File: config.mk
export PLATFORM = sky130hd
export DESIGN_NAME = spi_apb_bridge_flat
export DESIGN_NICKNAME = d
export VERILOG_FILES = /design/src/rtl/spi_apb_bridge_pkg.sv /design/src/rtl/spi_apb_bridge_if.sv /design/src/rtl/spi_apb_bridge_sync.sv /design/src/rtl/spi_apb_bridge.sv /design/src/flat_wrapper.sv
export SDC_FILE = /design/constraint.sdc
export NUM_CORES = 1
export LEC_CHECK = 0
export BUFFER_PORTS_ARGS = -buffer_cell sky130_fd_sc_hd__buf_2
export CAP_MARGIN = 20
export CORE_UTILIZATION = 40
export DETAILED_ROUTE_END_ITERATION = 10
export PLACE_DENSITY = 0.71
export SETUP_SLACK_MARGIN = 0.3
export SLEW_MARGIN = 20
export SYNTH_ARGS = -nofsm -noshare
export SYNTH_HDL_FRONTEND = slang
export SYNTH_SLANG_ARGS = --single-unit
File: constraint.sdc
create_clock -name PCLK -period 1.7 [get_ports PCLK]
set_input_delay 0.085 -clock PCLK [delete_from_list [all_inputs] [get_ports PCLK]]
set_output_delay 0.085 -clock PCLK [all_outputs]
set_load 0.02 [all_outputs]
File: src/rtl/spi_apb_bridge_pkg.sv
// Shared definitions for the SPI-slave to APB-master bridge.
//   state_e       : bridge FSM state encoding
//   CMD_*         : field positions inside the command byte {W, A[6:0]}
//   STATUS_*      : bit positions inside the status byte shifted out during byte0
//   status_byte() : assembles the status byte from the last-access flags
package spi_apb_bridge_pkg;

    typedef enum logic [2:0] {
        StIdle,
        StCmd,
        StWdata,
        StSetup,
        StAccess,
        StRdata,
        StDrain
    } state_e;

    localparam int unsigned CMD_W_BIT    = 7;
    localparam int unsigned CMD_ADDR_MSB = 6;

    localparam int unsigned STATUS_UNDERRUN_BIT = 0;
    localparam int unsigned STATUS_PSLVERR_BIT  = 1;

    function automatic logic [7:0] status_byte(input logic pslverr, input logic underrun);
        logic [7:0] s;
        s                      = '0;
        s[STATUS_PSLVERR_BIT]  = pslverr;
        s[STATUS_UNDERRUN_BIT] = underrun;
        return s;
    endfunction

endpackage

File: src/rtl/spi_apb_bridge_if.sv
// Pin bundle of the bridge: board-side SPI pins, APB initiator signals and status flags.
//   master : bridge view (drives SPISDO/SPIOEN, the APB request signals, BUSY, ERR)
//   slave  : environment view (drives SPI pins from the external master, APB responses)
interface spi_apb_bridge_if #(
    parameter int unsigned APB_DWIDTH = 8
);
    logic                  SPISCLK;
    logic                  SPISS;
    logic                  SPISDI;
    logic                  SPISDO;
    logic                  SPIOEN;
    logic [6:0]            PADDR;
    logic                  PSEL;
    logic                  PENABLE;
    logic                  PWRITE;
    logic [APB_DWIDTH-1:0] PWDATA;
    logic [APB_DWIDTH-1:0] PRDATA;
    logic                  PREADY;
    logic                  PSLVERR;
    logic                  BUSY;
    logic                  ERR;

    modport master (
        input  SPISCLK, SPISS, SPISDI, PRDATA, PREADY, PSLVERR,
        output SPISDO, SPIOEN, PADDR, PSEL, PENABLE, PWRITE, PWDATA, BUSY, ERR
    );

    modport slave (
        output SPISCLK, SPISS, SPISDI, PRDATA, PREADY, PSLVERR,
        input  SPISDO, SPIOEN, PADDR, PSEL, PENABLE, PWRITE, PWDATA, BUSY, ERR
    );

endinterface

File: src/rtl/spi_apb_bridge_sync.sv
// Brings the asynchronous SPI pins into the PCLK domain and detects SCLK/SS edges.
//   clk_i, rst_i  : PCLK and synchronous active-high reset
//   sclk_i/ss_i/sdi_i : raw SPI pins
//   sclk_rise_o/sclk_fall_o : one-cycle pulses on synchronized SCLK edges
//   ss_fall_o/ss_rise_o     : one-cycle pulses on synchronized SS edges
//   ss_o, sdi_o             : synchronized levels, aligned with the edge pulses
module spi_apb_bridge_sync #(
    parameter int unsigned SYNC_STAGES = 2
) (
    input  logic clk_i,
    input  logic rst_i,
    input  logic sclk_i,
    input  logic ss_i,
    input  logic sdi_i,
    output logic sclk_rise_o,
    output logic sclk_fall_o,
    output logic ss_fall_o,
    output logic ss_rise_o,
    output logic ss_o,
    output logic sdi_o
);

    logic [SYNC_STAGES-1:0] sclk_sync;
    logic [SYNC_STAGES-1:0] ss_sync;
    logic [SYNC_STAGES-1:0] sdi_sync;
    logic                   sclk_prev;
    logic                   ss_prev;

    // SS resets to the deselected level so reset release never fakes a frame start.
    always_ff @(posedge clk_i) begin
        if (rst_i) begin
            sclk_sync <= '0;
            ss_sync   <= '1;
            sdi_sync  <= '0;
            sclk_prev <= 1'b0;
            ss_prev   <= 1'b1;
        end else begin
            sclk_sync <= {sclk_sync[SYNC_STAGES-2:0], sclk_i};
            ss_sync   <= {ss_sync[SYNC_STAGES-2:0], ss_i};
            sdi_sync  <= {sdi_sync[SYNC_STAGES-2:0], sdi_i};
            sclk_prev <= sclk_sync[SYNC_STAGES-1];
            ss_prev   <= ss_sync[SYNC_STAGES-1];
        end
    end

    assign sclk_rise_o = sclk_sync[SYNC_STAGES-1] & ~sclk_prev;
    assign sclk_fall_o = ~sclk_sync[SYNC_STAGES-1] & sclk_prev;
    assign ss_fall_o   = ~ss_sync[SYNC_STAGES-1] & ss_prev;
    assign ss_rise_o   = ss_sync[SYNC_STAGES-1] & ~ss_prev;
    assign ss_o        = ss_sync[SYNC_STAGES-1];
    // SDI comes off the same stage depth as SCLK, so it is stable when a rise is flagged.
    assign sdi_o       = sdi_sync[SYNC_STAGES-1];

endmodule

File: src/rtl/spi_apb_bridge.sv
// SPI-slave (mode 0) to APB-master bridge. Each SS frame carries one command byte {W, A[6:0]}
// followed by APB_DWIDTH/8 data bytes (written in, or read data shifted out MSB first), and
// produces exactly one APB access. All SPI pins are oversampled in PCLK.
//   PCLK, PRESET : sole clock, synchronous active-high reset
//   bus (master) : SPISCLK/SPISS/SPISDI in, SPISDO/SPIOEN out; APB PADDR/PSEL/PENABLE/PWRITE/
//                  PWDATA out, PRDATA/PREADY/PSLVERR in; BUSY (frame in progress), ERR (sticky)
module spi_apb_bridge
    import spi_apb_bridge_pkg::*;
#(
    parameter int unsigned APB_DWIDTH  = 8,
    parameter int unsigned SYNC_STAGES = 2
) (
    input logic              PCLK,
    input logic              PRESET,
    spi_apb_bridge_if.master bus
);

    localparam int unsigned FRAME_BITS = 8 + APB_DWIDTH;
    localparam int unsigned CNT_W      = $clog2(FRAME_BITS + 1);

    localparam logic [CNT_W-1:0] CMD_LAST   = CNT_W'(7);
    localparam logic [CNT_W-1:0] DATA_FIRST = CNT_W'(8);
    localparam logic [CNT_W-1:0] FRAME_LAST = CNT_W'(FRAME_BITS - 1);
    localparam logic [CNT_W-1:0] FRAME_END  = CNT_W'(FRAME_BITS);

    logic sclk_rise, sclk_fall, ss_fall, ss_rise, ss_level, sdi;

    spi_apb_bridge_sync #(
        .SYNC_STAGES (SYNC_STAGES)
    ) u_sync (
        .clk_i       (PCLK),
        .rst_i       (PRESET),
        .sclk_i      (bus.SPISCLK),
        .ss_i        (bus.SPISS),
        .sdi_i       (bus.SPISDI),
        .sclk_rise_o (sclk_rise),
        .sclk_fall_o (sclk_fall),
        .ss_fall_o   (ss_fall),
        .ss_rise_o   (ss_rise),
        .ss_o        (ss_level),
        .sdi_o       (sdi)
    );

    state_e                  state;
    logic [CNT_W-1:0]        bit_cnt;      // SCLK rises seen in this frame, saturating
    logic [6:0]              cmd_sr;       // holds A[6:0] once the command byte is complete
    logic [APB_DWIDTH-1:0]   wdata_sr;
    logic [7:0]              stat_sr;
    logic [APB_DWIDTH-1:0]   rdata_sr;
    logic                    frame_write;
    logic                    rdata_valid;
    logic                    underrun;
    logic                    last_pslverr;
    logic                    last_underrun;
    logic                    err;
    logic                    busy;
    logic                    spioen;
    logic                    sdo;
    logic                    psel;
    logic                    penable;
    logic                    pwrite;
    logic [6:0]              paddr;
    logic [APB_DWIDTH-1:0]   pwdata;

    logic [7:0] status;
    logic [7:0] cmd_byte;
    logic       access_done;
    logic       data_fall;
    logic       underrun_now;

    assign status      = status_byte(last_pslverr, last_underrun);
    assign cmd_byte    = {cmd_sr, sdi};
    assign access_done = (state == StAccess) && bus.PREADY;
    assign data_fall   = (state != StIdle) && sclk_fall &&
                         (bit_cnt >= DATA_FIRST) && (bit_cnt < FRAME_END);
    // First read-data bit is due but PRDATA has not been captured yet.
    assign underrun_now = data_fall && (bit_cnt == DATA_FIRST) && !frame_write && !rdata_valid;

    always_ff @(posedge PCLK) begin
        if (PRESET) begin
            state         <= StIdle;
            bit_cnt       <= '0;
            cmd_sr        <= '0;
            wdata_sr      <= '0;
            stat_sr       <= '0;
            rdata_sr      <= '0;
            frame_write   <= 1'b0;
            rdata_valid   <= 1'b0;
            underrun      <= 1'b0;
            last_pslverr  <= 1'b0;
            last_underrun <= 1'b0;
            err           <= 1'b0;
            busy          <= 1'b0;
            spioen        <= 1'b0;
            sdo           <= 1'b0;
            psel          <= 1'b0;
            penable       <= 1'b0;
            pwrite        <= 1'b0;
            paddr         <= '0;
            pwdata        <= '0;
        end else begin
            // Rises keep counting after the command so SDO knows where it is in the frame.
            if ((state != StIdle) && sclk_rise && (bit_cnt != FRAME_END)) begin
                bit_cnt <= bit_cnt + CNT_W'(1);
            end

            // Serial output, updated on SCLK falls.
            if (ss_rise) begin
                spioen <= 1'b0;
                sdo    <= 1'b0;
            end else if ((state != StIdle) && sclk_fall) begin
                if ((bit_cnt != '0) && (bit_cnt < DATA_FIRST)) begin
                    sdo     <= stat_sr[7];
                    stat_sr <= stat_sr << 1;
                end else if (data_fall) begin
                    if (frame_write) begin
                        sdo <= 1'b0;
                    end else if (underrun || underrun_now) begin
                        sdo <= 1'b1;
                    end else begin
                        sdo      <= rdata_sr[APB_DWIDTH-1];
                        rdata_sr <= rdata_sr << 1;
                    end
                end else if (bit_cnt >= FRAME_END) begin
                    sdo <= 1'b0;
                end
            end

            if (underrun_now) begin
                underrun <= 1'b1;
            end
            err <= err | underrun_now | (access_done & bus.PSLVERR);
            if (access_done) begin
                last_pslverr  <= bus.PSLVERR;
                last_underrun <= underrun | underrun_now;
            end else if (underrun_now) begin
                last_underrun <= 1'b1;
            end

            unique case (state)
                StIdle: begin
                    if (ss_fall) begin
                        state       <= StCmd;
                        busy        <= 1'b1;
                        spioen      <= 1'b1;
                        sdo         <= status[7];
                        stat_sr     <= status << 1;
                        bit_cnt     <= '0;
                        frame_write <= 1'b0;
                        rdata_valid <= 1'b0;
                        underrun    <= 1'b0;
                    end
                end
                StCmd: begin
                    if (ss_level) begin
                        state <= StIdle;
                        busy  <= 1'b0;
                    end else if (sclk_rise) begin
                        cmd_sr <= cmd_byte[6:0];
                        if (bit_cnt == CMD_LAST) begin
                            frame_write <= cmd_byte[CMD_W_BIT];
                            if (cmd_byte[CMD_W_BIT]) begin
                                state <= StWdata;
                            end else begin
                                state  <= StSetup;
                                paddr  <= cmd_byte[CMD_ADDR_MSB:0];
                                pwrite <= 1'b0;
                                psel   <= 1'b1;
                            end
                        end
                    end
                end
                StWdata: begin
                    // Abort drops the partial word; nothing reaches the APB side.
                    if (ss_level) begin
                        state <= StIdle;
                        busy  <= 1'b0;
                    end else if (sclk_rise) begin
                        wdata_sr <= {wdata_sr[APB_DWIDTH-2:0], sdi};
                        if (bit_cnt == FRAME_LAST) begin
                            state  <= StSetup;
                            pwdata <= {wdata_sr[APB_DWIDTH-2:0], sdi};
                            paddr  <= cmd_sr;
                            pwrite <= 1'b1;
                            psel   <= 1'b1;
                        end
                    end
                end
                StSetup: begin
                    penable <= 1'b1;
                    state   <= StAccess;
                end
                StAccess: begin
                    // Once started, the APB access always finishes regardless of SS.
                    if (bus.PREADY) begin
                        psel    <= 1'b0;
                        penable <= 1'b0;
                        if (frame_write) begin
                            state <= StDrain;
                        end else begin
                            rdata_sr    <= bus.PRDATA;
                            rdata_valid <= 1'b1;
                            state       <= StRdata;
                        end
                    end
                end
                StRdata: begin
                    if (ss_level) begin
                        state <= StIdle;
                        busy  <= 1'b0;
                    end else if (bit_cnt >= FRAME_END) begin
                        state <= StDrain;
                    end
                end
                StDrain: begin
                    if (ss_level) begin
                        state <= StIdle;
                        busy  <= 1'b0;
                    end
                end
                default: begin
                    state <= StIdle;
                    busy  <= 1'b0;
                end
            endcase
        end
    end

    assign bus.SPISDO  = sdo;
    assign bus.SPIOEN  = spioen;
    assign bus.PADDR   = paddr;
    assign bus.PSEL    = psel;
    assign bus.PENABLE = penable;
    assign bus.PWRITE  = pwrite;
    assign bus.PWDATA  = pwdata;
    assign bus.BUSY    = busy;
    assign bus.ERR     = err;

endmodule

File: src/flat_wrapper.sv
// flat-port wrapper written by rule: the top's interface ports become plain ports
module spi_apb_bridge_flat import spi_apb_bridge_pkg::*;
#(
    parameter int unsigned APB_DWIDTH  = 8,
    parameter int unsigned SYNC_STAGES = 2
)
  (PCLK, PRESET, bus_SPISCLK, bus_SPISS, bus_SPISDI, bus_PRDATA, bus_PREADY, bus_PSLVERR, bus_SPISDO, bus_SPIOEN, bus_PADDR, bus_PSEL, bus_PENABLE, bus_PWRITE, bus_PWDATA, bus_BUSY, bus_ERR);
  spi_apb_bridge_if #(.APB_DWIDTH(APB_DWIDTH)) bus_i ();
  input logic PCLK;
  input logic PRESET;
  input wire logic [$bits(bus_i.SPISCLK)-1:0] bus_SPISCLK;
  input wire logic [$bits(bus_i.SPISS)-1:0] bus_SPISS;
  input wire logic [$bits(bus_i.SPISDI)-1:0] bus_SPISDI;
  input wire logic [$bits(bus_i.PRDATA)-1:0] bus_PRDATA;
  input wire logic [$bits(bus_i.PREADY)-1:0] bus_PREADY;
  input wire logic [$bits(bus_i.PSLVERR)-1:0] bus_PSLVERR;
  output wire logic [$bits(bus_i.SPISDO)-1:0] bus_SPISDO;
  output wire logic [$bits(bus_i.SPIOEN)-1:0] bus_SPIOEN;
  output wire logic [$bits(bus_i.PADDR)-1:0] bus_PADDR;
  output wire logic [$bits(bus_i.PSEL)-1:0] bus_PSEL;
  output wire logic [$bits(bus_i.PENABLE)-1:0] bus_PENABLE;
  output wire logic [$bits(bus_i.PWRITE)-1:0] bus_PWRITE;
  output wire logic [$bits(bus_i.PWDATA)-1:0] bus_PWDATA;
  output wire logic [$bits(bus_i.BUSY)-1:0] bus_BUSY;
  output wire logic [$bits(bus_i.ERR)-1:0] bus_ERR;
  assign bus_i.SPISCLK = bus_SPISCLK;
  assign bus_i.SPISS = bus_SPISS;
  assign bus_i.SPISDI = bus_SPISDI;
  assign bus_i.PRDATA = bus_PRDATA;
  assign bus_i.PREADY = bus_PREADY;
  assign bus_i.PSLVERR = bus_PSLVERR;
  assign bus_SPISDO = bus_i.SPISDO;
  assign bus_SPIOEN = bus_i.SPIOEN;
  assign bus_PADDR = bus_i.PADDR;
  assign bus_PSEL = bus_i.PSEL;
  assign bus_PENABLE = bus_i.PENABLE;
  assign bus_PWRITE = bus_i.PWRITE;
  assign bus_PWDATA = bus_i.PWDATA;
  assign bus_BUSY = bus_i.BUSY;
  assign bus_ERR = bus_i.ERR;
  spi_apb_bridge #(.APB_DWIDTH(APB_DWIDTH), .SYNC_STAGES(SYNC_STAGES)) u_core (.PCLK(PCLK), .PRESET(PRESET), .bus(bus_i));
endmodule
* Yosys cells after proc, flatten, opt, wreduce, memory -nomap -nowiden *
Cells that the tools add are included.
W data, S select, Z words.

storage, ports and cells
  input bits = 15
  register bits after elaboration = 73
  logic and storage cells = 186

operators by class
  add/sub/neg operators = 1
  magnitude comparators = 4
  bitwise gates (word level) = 13
  reductions and logical operators = 34
  eq/ne operators = 27
  multiplexer cells = 82

operators by type and width
  operator               count
  $mux W8                14
  $mux W7                7
  $mux W1                38
  $mux W3                11
  $pmux W3 S7            1
  $reduce_and A8 Y1      2
  $mux W5                3
  $ne A3 B2 Y1 const B   5
  $pmux W7 S2            1
  $ne A2 B1 Y1 const B   6
  $ne A2 B2 Y1 const B   6
  $eq A5 B4 Y1 const B   2
  $logic_and A1 B1 Y1    10
  $reduce_bool A2 Y1     5
  $eq A3 B3 Y1 const B   3
  $reduce_and A3 Y1      3
  $reduce_and A9 Y1      1
  $pmux W1 S2            4
  $reduce_and A4 Y1      2
  $eq A3 B2 Y1 const B   2
  $pmux W1 S3            2
  $reduce_bool A3 Y1     2
  $add A5 B1 Y5 const B  1
  $and A1 B1 Y1          5
  18 further kinds       25

* Logic depth before layout (Yosys ltp) *
Gate-level depths: netlist of run 1.

  depth in word-level cells = 18
  depth in mapped cells = 8

* Cells and area by module *
Synthesis of run 1 repeated with hierarchy kept, for this count alone.

unflattened totals
  cells, all modules = 348
  area total of the unflattened synthesis = 3,284.4 um^2

by module, submodules not included
  module               sequential area each (um^2)  times used  area each (um^2)  cells an instance
  spi_apb_bridge       1,301.2                      1           3,049.2           328
  spi_apb_bridge_sync  160.2                        1           235.2             20

* Worst setup path after synthesis of run 1 *
Ideal clock, no wire load.

  path type = reg2reg
  start point = reg u_core.bit_cnt[0]
  end point = reg u_core.pwdata[0] (netlist: u_core.bus.PWDATA[0])
  setup slack = -0.013 ns
  stages on the path, launching flop included = 9
  arrival time = 1.584 ns
  data required time = 1.571 ns
  setup time = 0.129 ns
  cells stage by stage = dfxtp_1 -> ha_1 -> and3_1 -> ha_1 -> and3b_1 -> and2_1 -> buf_4 -> mux2i_1 -> nor2_1

between the ends
  word-level cells in the longest chain between the ends = 2

RTL lines
  item                         RTL line               source
  start, declared              spi_apb_bridge.sv:45   logic [CNT_W-1:0] bit_cnt;
  start signal, assigned       spi_apb_bridge.sv:104  bit_cnt <= bit_cnt + CNT_W'(1);
  $eq A5 B4 Y1                 spi_apb_bridge.sv:180  if (bit_cnt == FRAME_LAST) begin
  $reduce_and A4 Y1 (no line)  n/a
  end signal, assigned         spi_apb_bridge.sv:182  pwdata <= {wdata_sr[APB_DWIDTH-2:0], sdi};
  end, declared                spi_apb_bridge.sv:63   logic [APB_DWIDTH-1:0] pwdata;

No other way between the ends.
A chain may end at the register's enable or synchronous reset.

* Worst setup path in the final report of run 1 *
  start point = reg u_core.bit_cnt[0]
  end point = reg u_core.paddr[2] (netlist: u_core.bus.PADDR[2])

between the ends
  word-level cells in the longest chain between the ends = 3
  elaborated cells on any way between the ends = 5
  those cells by class = eq/ne (4); reduce/logical (1)

RTL lines
  item                                                 RTL line                                      source
  $eq A5 B4 Y1 / $eq A5 B3 Y1 (equally long branches)  spi_apb_bridge.sv:180, spi_apb_bridge.sv:160
  $ne A2 B1 Y1 (no line)                               n/a
  $reduce_and A8 Y1 (no line) *                        n/a
  end signal, assigned                                 spi_apb_bridge.sv:166                         paddr <= cmd_byte[CMD_ADDR_MSB:0];
  end signal, assigned                                 spi_apb_bridge.sv:183                         paddr <= cmd_sr;
  end, declared                                        spi_apb_bridge.sv:62                          logic [6:0] paddr;

Every way passes the cells marked *; elsewhere a longest branch is shown, timed or not.

==> results of run 1 <==
cell usage in the layout, fill, tap and decap left out, types with 5 or more instances in the layout:
| cell type | netlist | routed |
|---|---|---|
| a21oi_1 | 19 | 13 |
| a21oi_2 | 2 | 8 |
| buf_2 | 10 | 36 |
| buf_4 | 3 | 44 |
| buf_6 | 6 | 20 |
| clkbuf_8 | 0 | 9 |
| dfxtp_1 | 73 | 64 |
| dfxtp_4 | 0 | 5 |
| dlygate4sd3_1 | 0 | 8 |
| inv_1 | 12 | 10 |
| mux2i_1 | 32 | 31 |
| nand2_1 | 13 | 13 |
| nand3_1 | 18 | 7 |
| nand3_2 | 1 | 12 |
| nor2_1 | 42 | 38 |
| nor2b_1 | 7 | 5 |
| o211ai_1 | 8 | 8 |
| o21ai_1 | 1 | 5 |
| o21ai_2 | 2 | 11 |
worst max-delay path: stages (launching register included):
cell	delay, ns
dfxtp_2	0.37
ha_4	0.14
buf_4	0.12
and4bb_4	0.29
a41oi_4	0.16
buf_4	0.21
o211ai_1	0.21
o41ai_2	0.11
cell families (layout without fill, tap and decap cells):
| group | after synthesis | count (layout) |
|---|---|---|
| buffers and inverters | 40 | 137 |
| muxes | 32 | 32 |
| adders and majority gates | 3 | 3 |
| AOI/OAI and AO/OA | 90 | 90 |
| xor gates and xnor gates | 2 | 2 |
| DFF | 73 | 73 |
| and+or+nand+nor | 127 | 129 |
state kept, by name (all words and copies together) (netlist names), 2 cells and up:
register                 flops
u_core.u_sync.sdi_sync       2
u_core.cmd_sr                7
u_core.u_sync.ss_sync        2
u_core.state                 3
u_core.bit_cnt               5
u_core.u_sync.sclk_sync      2
u_core.rdata_sr              8
u_core.stat_sr               8
u_core.wdata_sr              7
u_core.bus.PWDATA            8
u_core.bus.PADDR             7
power by group through the flow:
stage / logic [W] / clock network, W / registers [W]
5_1_grt: 0.00110 / 0.00182 / 0.00186
3_3_place_gp: 0.000722 / 0 / 0.00188
4_1_cts: 0.000888 / 0.00175 / 0.00184
6_report: 0.00105 / 0.00173 / 0.00185
3_5_place_dp: 0.000732 / 0 / 0.00188
2_1_floorplan: 0.000535 / 0 / 0.00187
layer usage:
metal,routed length (um),GRT usage (%),up-vias
met5,0,0,-
met4,376,9.36,0
met3,525,5.07,42
met2,4990,33.5,142
met1,3970,24.5,1577
li1,-,-,1539
worst paths after layout:
kind | depth (start not counted) | from | end
max | 7 | u_core.bit_cnt[0] | u_core.bus.PADDR[2]
min | 4 | bus_PREADY | u_core.bus.PENABLE
max reg2reg | 7 | u_core.bit_cnt[0] | u_core.bus.PADDR[2]
min reg2reg | 1 | u_core.u_sync.ss_sync[0] | u_core.u_sync.ss_sync[1]
timing repair:
action	4_1_cts	5_1_grt
setup endpoints to repair	64	62
pin swaps	36	22
cloned	2	0
hold buffers	8	0
endpoints found under the hold margin	8	0
buffers inserted	14	12
gates resized for setup	56	59
per-stage QoR:
| stage | worst slack, ns | std cells | power [W] | TNS, ns |
|---|---|---|---|---|
| after floorplan | 0.0809 | 367 | 0.00241 | 0 |
| final | -0.00751 | 571 | 0.00463 | -0.00884 |
| after global routing | -0.0951 | 571 | 0.00478 | -1.21 |
| after detailed placement | -0.237 | 519 | 0.00261 | -2.78 |
| after CTS | -0.000151 | 559 | 0.00448 | -0.000151 |
| after global placement | -0.146 | 519 | 0.00260 | -1.39 |
cell type report:
type	count	area [um^2]
fillers	640	3310
multi-input cells	256	2200
flip-flops and latches	73	1490
repair buffers	109	836
well taps	105	131
clock inverters	7	126
clock buffers	9	124
inverters	12	47.5
==> impl_metrics.toml, run 1 <==
[run_status]
status = "finished with violations"
violations = "negative setup slack"

[routing]
drc = 0
dr.pass1.iters = 5
wirelength_um = 9860
drtAntennaViolNets = 0
vias = 3300
wl_per_cell_um = 17.3
viasPerCell = 5.78
initialDrtViolationCount = 251

[cts]
root_buffer = "clkbuf_8"
h-tree-depth = 3
clk_latency_ns = 0.36
cts_tree = "built"
cts.sinks = 73
cts_buffers = 9
path_clk_slew_ns = 0.08
clock_path_buffers = 2

[synth]
synthSimpleGateAreaFrac_pct = 21.0
synth_edf_count = 0
syn_inst = 367
synth_area_leaders = "dfxtp_1, mux2i_1, nor2_1"
synth_cell_type_count = 65
synth_commonest_cells = "dfxtp_1, nor2_1, mux2i_1"
synth_flop_cell = "dfxtp_1"
syn_nets = 385
synth_area_per_cell_um2 = 9.31
yosysTopAreaCellShare_pct = 42.8
yosys.area_share.adder_pct = 1.10
ys_ff_latch = 73
synth_compound_area_share_pct = 18.5
synthArstFlopShare_pct = 0
synth_xor_area_share_pct = 0.513
synthMuxAreaShare_pct = 9.38
yosysWarnings = 0
yosysMostFrequentCell = "dfxtp_1"
synth_top_cell_by_area = "dfxtp_1"
ys_seq_area_share_pct = 42.8
netlist_area_um2 = 3420
synth_top_family_by_area = "simple AND/OR/NAND/NOR gates"

[worst_setup_path]
worst_setup_path_end_kind = "register"
ff2ff_setup_slack_ns = -0.008
arrival_ns = 1.95
setup.worst_path.class = "register to register"
critical_path.max_fanout = 10
critPathLaunchType = "register"
critPathRequiredTime_ns = 1.95

[hold_path]
hold_class = "input port to register"

[sta]
fin_crit_ns = 1.71
clock_skew_ns = 0.00538
fin_crit_sh_pct = 100
maxClockFrequency_mhz = 586
rsz0062_at_grt = "yes"
drv_slew = 0
timing.final.hold_violations = 0
worst_slew_pin_slew_ns = 0.453
finalSetupViolations = 2
setup_ws_ns = -0.00751
slew_headroom_pct = 69.4
timing.hold.ws_ns = 0.0352

[global_routing]
antenna_found_initial = 0
grt.total_usage_pct = 20.2
overflow = 0
grt_max_degree = 32
grt_pass1_vias = 2981
grt_pass1_wl_um = 14000

[placement]
io_buffers = 36
place.gp.congestion = 0.878
dpl_cell_area_um2 = 3940
place.detailed.hpwl_um = 5540

[floorplanning]
die_w_um = 94.4
ios = 37
dieArea_um2 = 8910
start_util_pct = 41.4
row_count = 33
core-area_um2 = 8260
fp.dieH_um = 94.4

[pwr]
clkPwrFrac_pct = 37.4
irDropWorstVdd_mv = 0.588
internal_power_w = 0.00325
static-leakage-power_nw = 1.95
switchingPower_w = 0.00139
power_density_nw_per_um2 = 937
switching_share_pct = 29.9
comb_power_share_pct = 22.6
pwr-share-seq_pct = 40.0

[cells_and_area]
nNetsFinal = 479
layout-drive-gt1-share_pct = 46.8
antennaDiodeCount = 0
final_area_um2 = 4950
utilization_pct = 59.9
syn_to_final_growth_pct = 44.8

[run]
cap_violations = 0
Note: power is estimated with default switching activity, not from simulation.
==> run 2: changes to the inputs <==
--- a/config.mk
+++ b/config.mk
@@ -14,4 +14,5 @@
 export SLEW_MARGIN = 20
 export SYNTH_ARGS = -nofsm -noshare
 export SYNTH_HDL_FRONTEND = slang
+export SYNTH_HIERARCHICAL = 1
 export SYNTH_SLANG_ARGS = --single-unit
==> impl_metrics.toml, run 2 <==
[cells_and_area]
fillers = 654
syn_to_final_growth_pct = 43.2
layout_common_cells = "dfxtp_1, nor2_1, mux2i_1, buf_2, buf_4"
nNetsFinal = 450
layout-drive-gt1-share_pct = 41.4
regArea_um2 = 1490
stdcell_count = 539
final_area_um2 = 4700
antennaDiodeCount = 0
multi_input_area_um2 = 2020
final_common_cell = "dfxtp_1"
utilization_pct = 59.9

[sta]
fin_crit_ns = 1.74
clock_skew_ns = 0.0146
finalSetupViolations = 8
drv_slew = 0
timing.final.hold_violations = 0
setup_ws_ns = -0.0402
fin_crit_sh_pct = 102
maxClockFrequency_mhz = 575
rsz0062_at_grt = "yes"
worst_slew_pin_slew_ns = 0.653
fin_setup_tns_ns = -0.143
slew_headroom_pct = 55.8

[cts]
clk_latency_ns = 0.36
cts_tree = "built"
path_clk_slew_ns = 0.07
cts_buffers = 9
cts.sinks = 73
root_buffer = "clkbuf_8"
h-tree-depth = 3
clock_path_buffers = 2

[worst_setup_path]
worst-path-stages = 6
crit_chain = "inv_2, ha_4, and4bb_2, a2111o_1, o21ai_2, a311oi_2"
worst_setup_path_end_kind = "register"
ff2ff_setup_slack_ns = -0.04
arrival_ns = 1.96
crit_family = "compound AO/OA/AOI/OAI gates"
crit_buf_inv = 1
critPathRequiredTime_ns = 1.92
setup.worst_path.class = "register to register"
ff2ff_path_depth = 6
critical_path.max_fanout = 8
crit_path_top_delay_cell = "a2111o_1"
cp_slowest_stage_delay_ns = 0.44
critPathLaunchType = "register"

[routing]
wl_per_cell_um = 15.3
drc = 0
dr.pass1.iters = 4
wirelength_um = 8250
viasPerCell = 5.31
vias = 2862
drtAntennaViolNets = 0
initialDrtViolationCount = 149

[synth]
syn_nets = 366
synth_cell_type_count = 52
netlist_area_um2 = 3280
synth_top_cell_by_area = "dfxtp_1"
ys_seq_area_share_pct = 44.5
synthArstFlopShare_pct = 0
synth_edf_count = 0
synth_flop_cell = "dfxtp_1"
synth_commonest_cells = "dfxtp_1, nor2_1, mux2i_1"
yosysMostFrequentCell = "dfxtp_1"
yosysWarnings = 6
ys_ff_latch = 73
yosysTopAreaCellShare_pct = 44.5
synth_area_leaders = "dfxtp_1, mux2i_1, nor2_1"
syn_inst = 348
synth_area_per_cell_um2 = 9.44

[floorplanning]
core-area_um2 = 7850
dieArea_um2 = 8580
start_util_pct = 41.9
ios = 37
die_w_um = 92.6
row_count = 32
fp.dieH_um = 92.6

[pwr]
power_density_nw_per_um2 = 1080
irDropWorstVdd_mv = 0.648
static-leakage-power_nw = 1.88

[run_status]
status = "finished with violations"
violations = "negative setup slack"

[placement]
placedCellCount = 494
io_buffers = 36
dpl_cell_area_um2 = 3880
place.gp.congestion = 0.811
pre_cts_slack_ns = -0.141
place.detailed.hpwl_um = 4820

[hold_path]
hold_class = "input port to register"
hold_depth = 3

[global_routing]
antenna_found_initial = 0
grt.total_usage_pct = 19.4
grt_pass1_vias = 2735
grt_max_degree = 34
grt_pass1_wl_um = 13000
overflow = 0

[run]
cap_violations = 0
run 2: path summary, 6_finish.rpt:
kind	endpoint	start
setup / recovery	u_core/rdata_sr[1]	u_core/bit_cnt[0]
hold / removal	u_core/rdata_sr[7]	bus_PRDATA[7]
setup reg to reg	u_core/rdata_sr[1]	u_core/bit_cnt[0]
hold reg to reg	u_core/u_sync/ss_sync[1]	u_core/u_sync/ss_sync[0]
run 2: power by group:
group          internal, W  switching (W)  leakage, nW  total, W
Clock             0.000974       0.000655        0.120   0.00163
Sequential         0.00178      0.0000694        0.596   0.00185
Combinational     0.000801       0.000805         1.16   0.00161
Total              0.00355        0.00153         1.88   0.00508
run 2: cell type report:
cell class / count / share of cell area, %
clock buffers: 9 / 2.63
clock inverters: 7 / 2.47
inverters: 6 / 0.479
multi-input cells: 245 / 42.9
flip-flops and latches: 73 / 31.6
well taps: 102 / 2.71
repair buffers: 97 / 17.1
run 2: cells by family after synthesis:
family,synth area share [%]
AND/OR/NAND/NOR,20.3
flip-flops,44.5
AO/OA/AOI/OAI,16.2
multiplexers,12.5
buffers and inverters,4.27
XOR/XNOR,1.07
adder cells (fa/ha/maj),1.14
run 2: worst min-delay path: cells and delay by family:
kind,cells,cell delay (ns)
compound gates,1,0.05
simple gates,1,0.09
buf+inv,1,0.10
run 2: stage by stage:
| stage | hold WS, ns | power (W) |
|---|---|---|
| after floorplan | 0.149 | 0.00266 |
| after global placement | 0.263 | 0.00301 |
| final | 0.0195 | 0.00508 |
| after CTS | 0.00521 | 0.00485 |
| after global routing | 0.0313 | 0.00529 |
| after detailed placement | 0.264 | 0.00302 |
run 2: per-layer routing:
layer / track usage, % / wire length (um) / vias to the layer above
met1: 24.1 / 3790 / 1372
met3: 4.68 / 262 / 15
met2: 32.3 / 4040 / 57
met4: 7.82 / 148 / 0
li1: - / - / 1418
met5: 0 / 0 / -
run 2: timing repair:
item                       in CTS  in global routing
gates cloned                    1                  1
hold endpoints to repair        5                  0
resized for setup              47                 36
hold buffers                    5                  0
pin swaps                      33                 25
setup endpoints to repair      54                 62
setup buffers                  16                  6
==> run 3: changes to the inputs <==
--- a/config.mk
+++ b/config.mk
@@ -8,6 +8,7 @@
 export BUFFER_PORTS_ARGS = -buffer_cell sky130_fd_sc_hd__buf_2
 export CAP_MARGIN = 20
 export CORE_UTILIZATION = 40
+export CTS_BUF_LIST = sky130_fd_sc_hd__clkbuf_4
 export DETAILED_ROUTE_END_ITERATION = 10
 export PLACE_DENSITY = 0.71
 export SETUP_SLACK_MARGIN = 0.3
==> impl_metrics.toml, run 3 (synthesized netlist as in run 2, its figures left out) <==
[cells_and_area]
fillers = 649
layout_common_cells = "dfxtp_1, nor2_1, mux2i_1, buf_2, buf_4"
stdcell_count = 549
final_area_um2 = 4720
multi_input_area_um2 = 2010
nNetsFinal = 460
syn_to_final_growth_pct = 43.8
final_common_cell = "dfxtp_1"
layout-drive-gt1-share_pct = 40.7
regArea_um2 = 1490
antennaDiodeCount = 0

[worst_setup_path]
worst_setup_path_end_kind = "register"
crit_start = "u_core/bit_cnt[0]"
critPathLaunchType = "register"
critPathRequiredTime_ns = 1.98
cp_slowest_stage_delay_ns = 0.45
setup.worst_path.class = "register to register"
crit_path_top_delay_cell = "a2111o_1"
critical_path.max_fanout = 8
arrival_ns = 2.04
crit_chain = "inv_2, ha_4, and4bb_2, a2111o_1, o21ai_2, a311oi_2"
timing.rr.start = "u_core/bit_cnt[0]"

[global_routing]
grt_max_degree = 34
antenna_found_initial = 0
grt.total_usage_pct = 18.8
grt_pass1_wl_um = 12600
overflow = 0
grt_pass1_vias = 2740

[sta]
drv_slew = 0
finalSetupViolations = 14
maxClockFrequency_mhz = 569
fin_crit_ns = 1.76
fin_crit_sh_pct = 103
timing.hold.ws_ns = 0.0746
setup_ws_ns = -0.0560
timing.final.hold_violations = 0
slew_headroom_pct = 74.1
rsz0062_at_grt = "yes"
clock_skew_ns = 0.0216
worst_slew_pin_slew_ns = 0.387

[floorplanning]
fp.dieH_um = 92.6
die_w_um = 92.6
dieArea_um2 = 8580
start_util_pct = 41.9
ios = 37
row_count = 32
core-area_um2 = 7850

[run_status]
violations = "negative setup slack"
status = "finished with violations"

[cts]
cts_tree = "built"
clock_path_buffers = 2
h-tree-depth = 3
root_buffer = "clkbuf_4"
cts.sinks = 73
cts_buffers = 9
path_clk_slew_ns = 0.11
clk_latency_ns = 0.42

[routing]
vias = 2907
viasPerCell = 5.30
dr.pass1.iters = 4
wl_per_cell_um = 15.0
wirelength_um = 8240
drc = 0
drtAntennaViolNets = 0
initialDrtViolationCount = 150

[placement]
place.gp.congestion = 0.811
dpl_cell_area_um2 = 3880
place.detailed.hpwl_um = 4820
io_buffers = 36
placedCellCount = 494

[hold_path]
hp-start = "bus_PRDATA[1]"
hold_class = "input port to register"

[pwr]
static-leakage-power_nw = 1.90
irDropWorstVdd_mv = 0.574
power_density_nw_per_um2 = 1020

[run]
cap_violations = 0
run 3: cell types whose count changed in the layout (fill, tap and decap cells not counted), moves of 3 or more:
cell and delta:
buf_6 -3, a21oi_1 +4, clkbuf_8 -9, a21oi_2 -4, dlygate4sd3_1 +9, clkbuf_4 +9
run 3: area by class of cell:
| class | instances | share of cell area [%] |
|---|---|---|
| Clock buffer | 9 | 1.43 |
| Clock inverter | 7 | 2.46 |
| Inverter | 6 | 0.477 |
| Multi-Input combinational cell | 245 | 42.5 |
| Sequential cell | 73 | 31.5 |
| Tap cell | 102 | 2.70 |
| Timing Repair Buffer | 107 | 18.9 |
run 3: path summary, 6_finish.rpt:
path | cells after the start | slack, ns | endpoint
max | 6 | -0.06 | u_core/rdata_sr[1]
min | 3 | 0.07 | u_core/rdata_sr[1]
max reg2reg | 6 | -0.06 | u_core/rdata_sr[1]
min reg2reg | 1 | 0.41 | u_core/u_sync/ss_sync[1]
run 3: worst max-delay path, delay by kind of cell (launching register included):
kind                       cells  cell delay (ns)
AOI/OAI and AO/OA              3             0.77
DFF                            1             0.38
and+or+nand+nor                1             0.27
adders and majority gates      1             0.17
buffers and inverters          1             0.05
run 3: per-layer routing:
layer	routed length (um)	GRT usage, %	vias up
met2	3990	31.1	72
met5	0	0	-
met4	100	7.44	0
li1	-	-	1441
met1	3840	23.2	1383
met3	306	4.76	11
run 3: metrics by stage:
stage / worst slack (ns) / power, W / util [%] / TNS [ns]
final: -0.0560 / 0.00480 / 60.2 / -0.283
after global routing: -0.118 / 0.00502 / 60.2 / -1.41
after CTS: -0.0103 / 0.00457 / 56.8 / -0.0288
after detailed placement: -0.141 / 0.00302 / 49.5 / -0.364
after global placement: 0.0147 / 0.00301 / 49.5 / 0
after floorplan: 0.0855 / 0.00266 / - / 0
run 3: where the power goes:
part	internal (W)	total (W)	leakage [nW]	switching [W]
Combinational	0.000808	0.00161	1.20	0.000807
Sequential	0.00178	0.00183	0.596	0.0000537
Clock	0.000744	0.00136	0.0963	0.000613
Total	0.00333	0.00480	1.90	0.00147
run 3: timing repair:
action	CTS	global route
cloned	0	2
resized for setup	39	39
setup endpoints to repair	56	62
pin swaps	33	20
hold buffers	14	0
buffers inserted	13	10
hold endpoints to repair	16	0
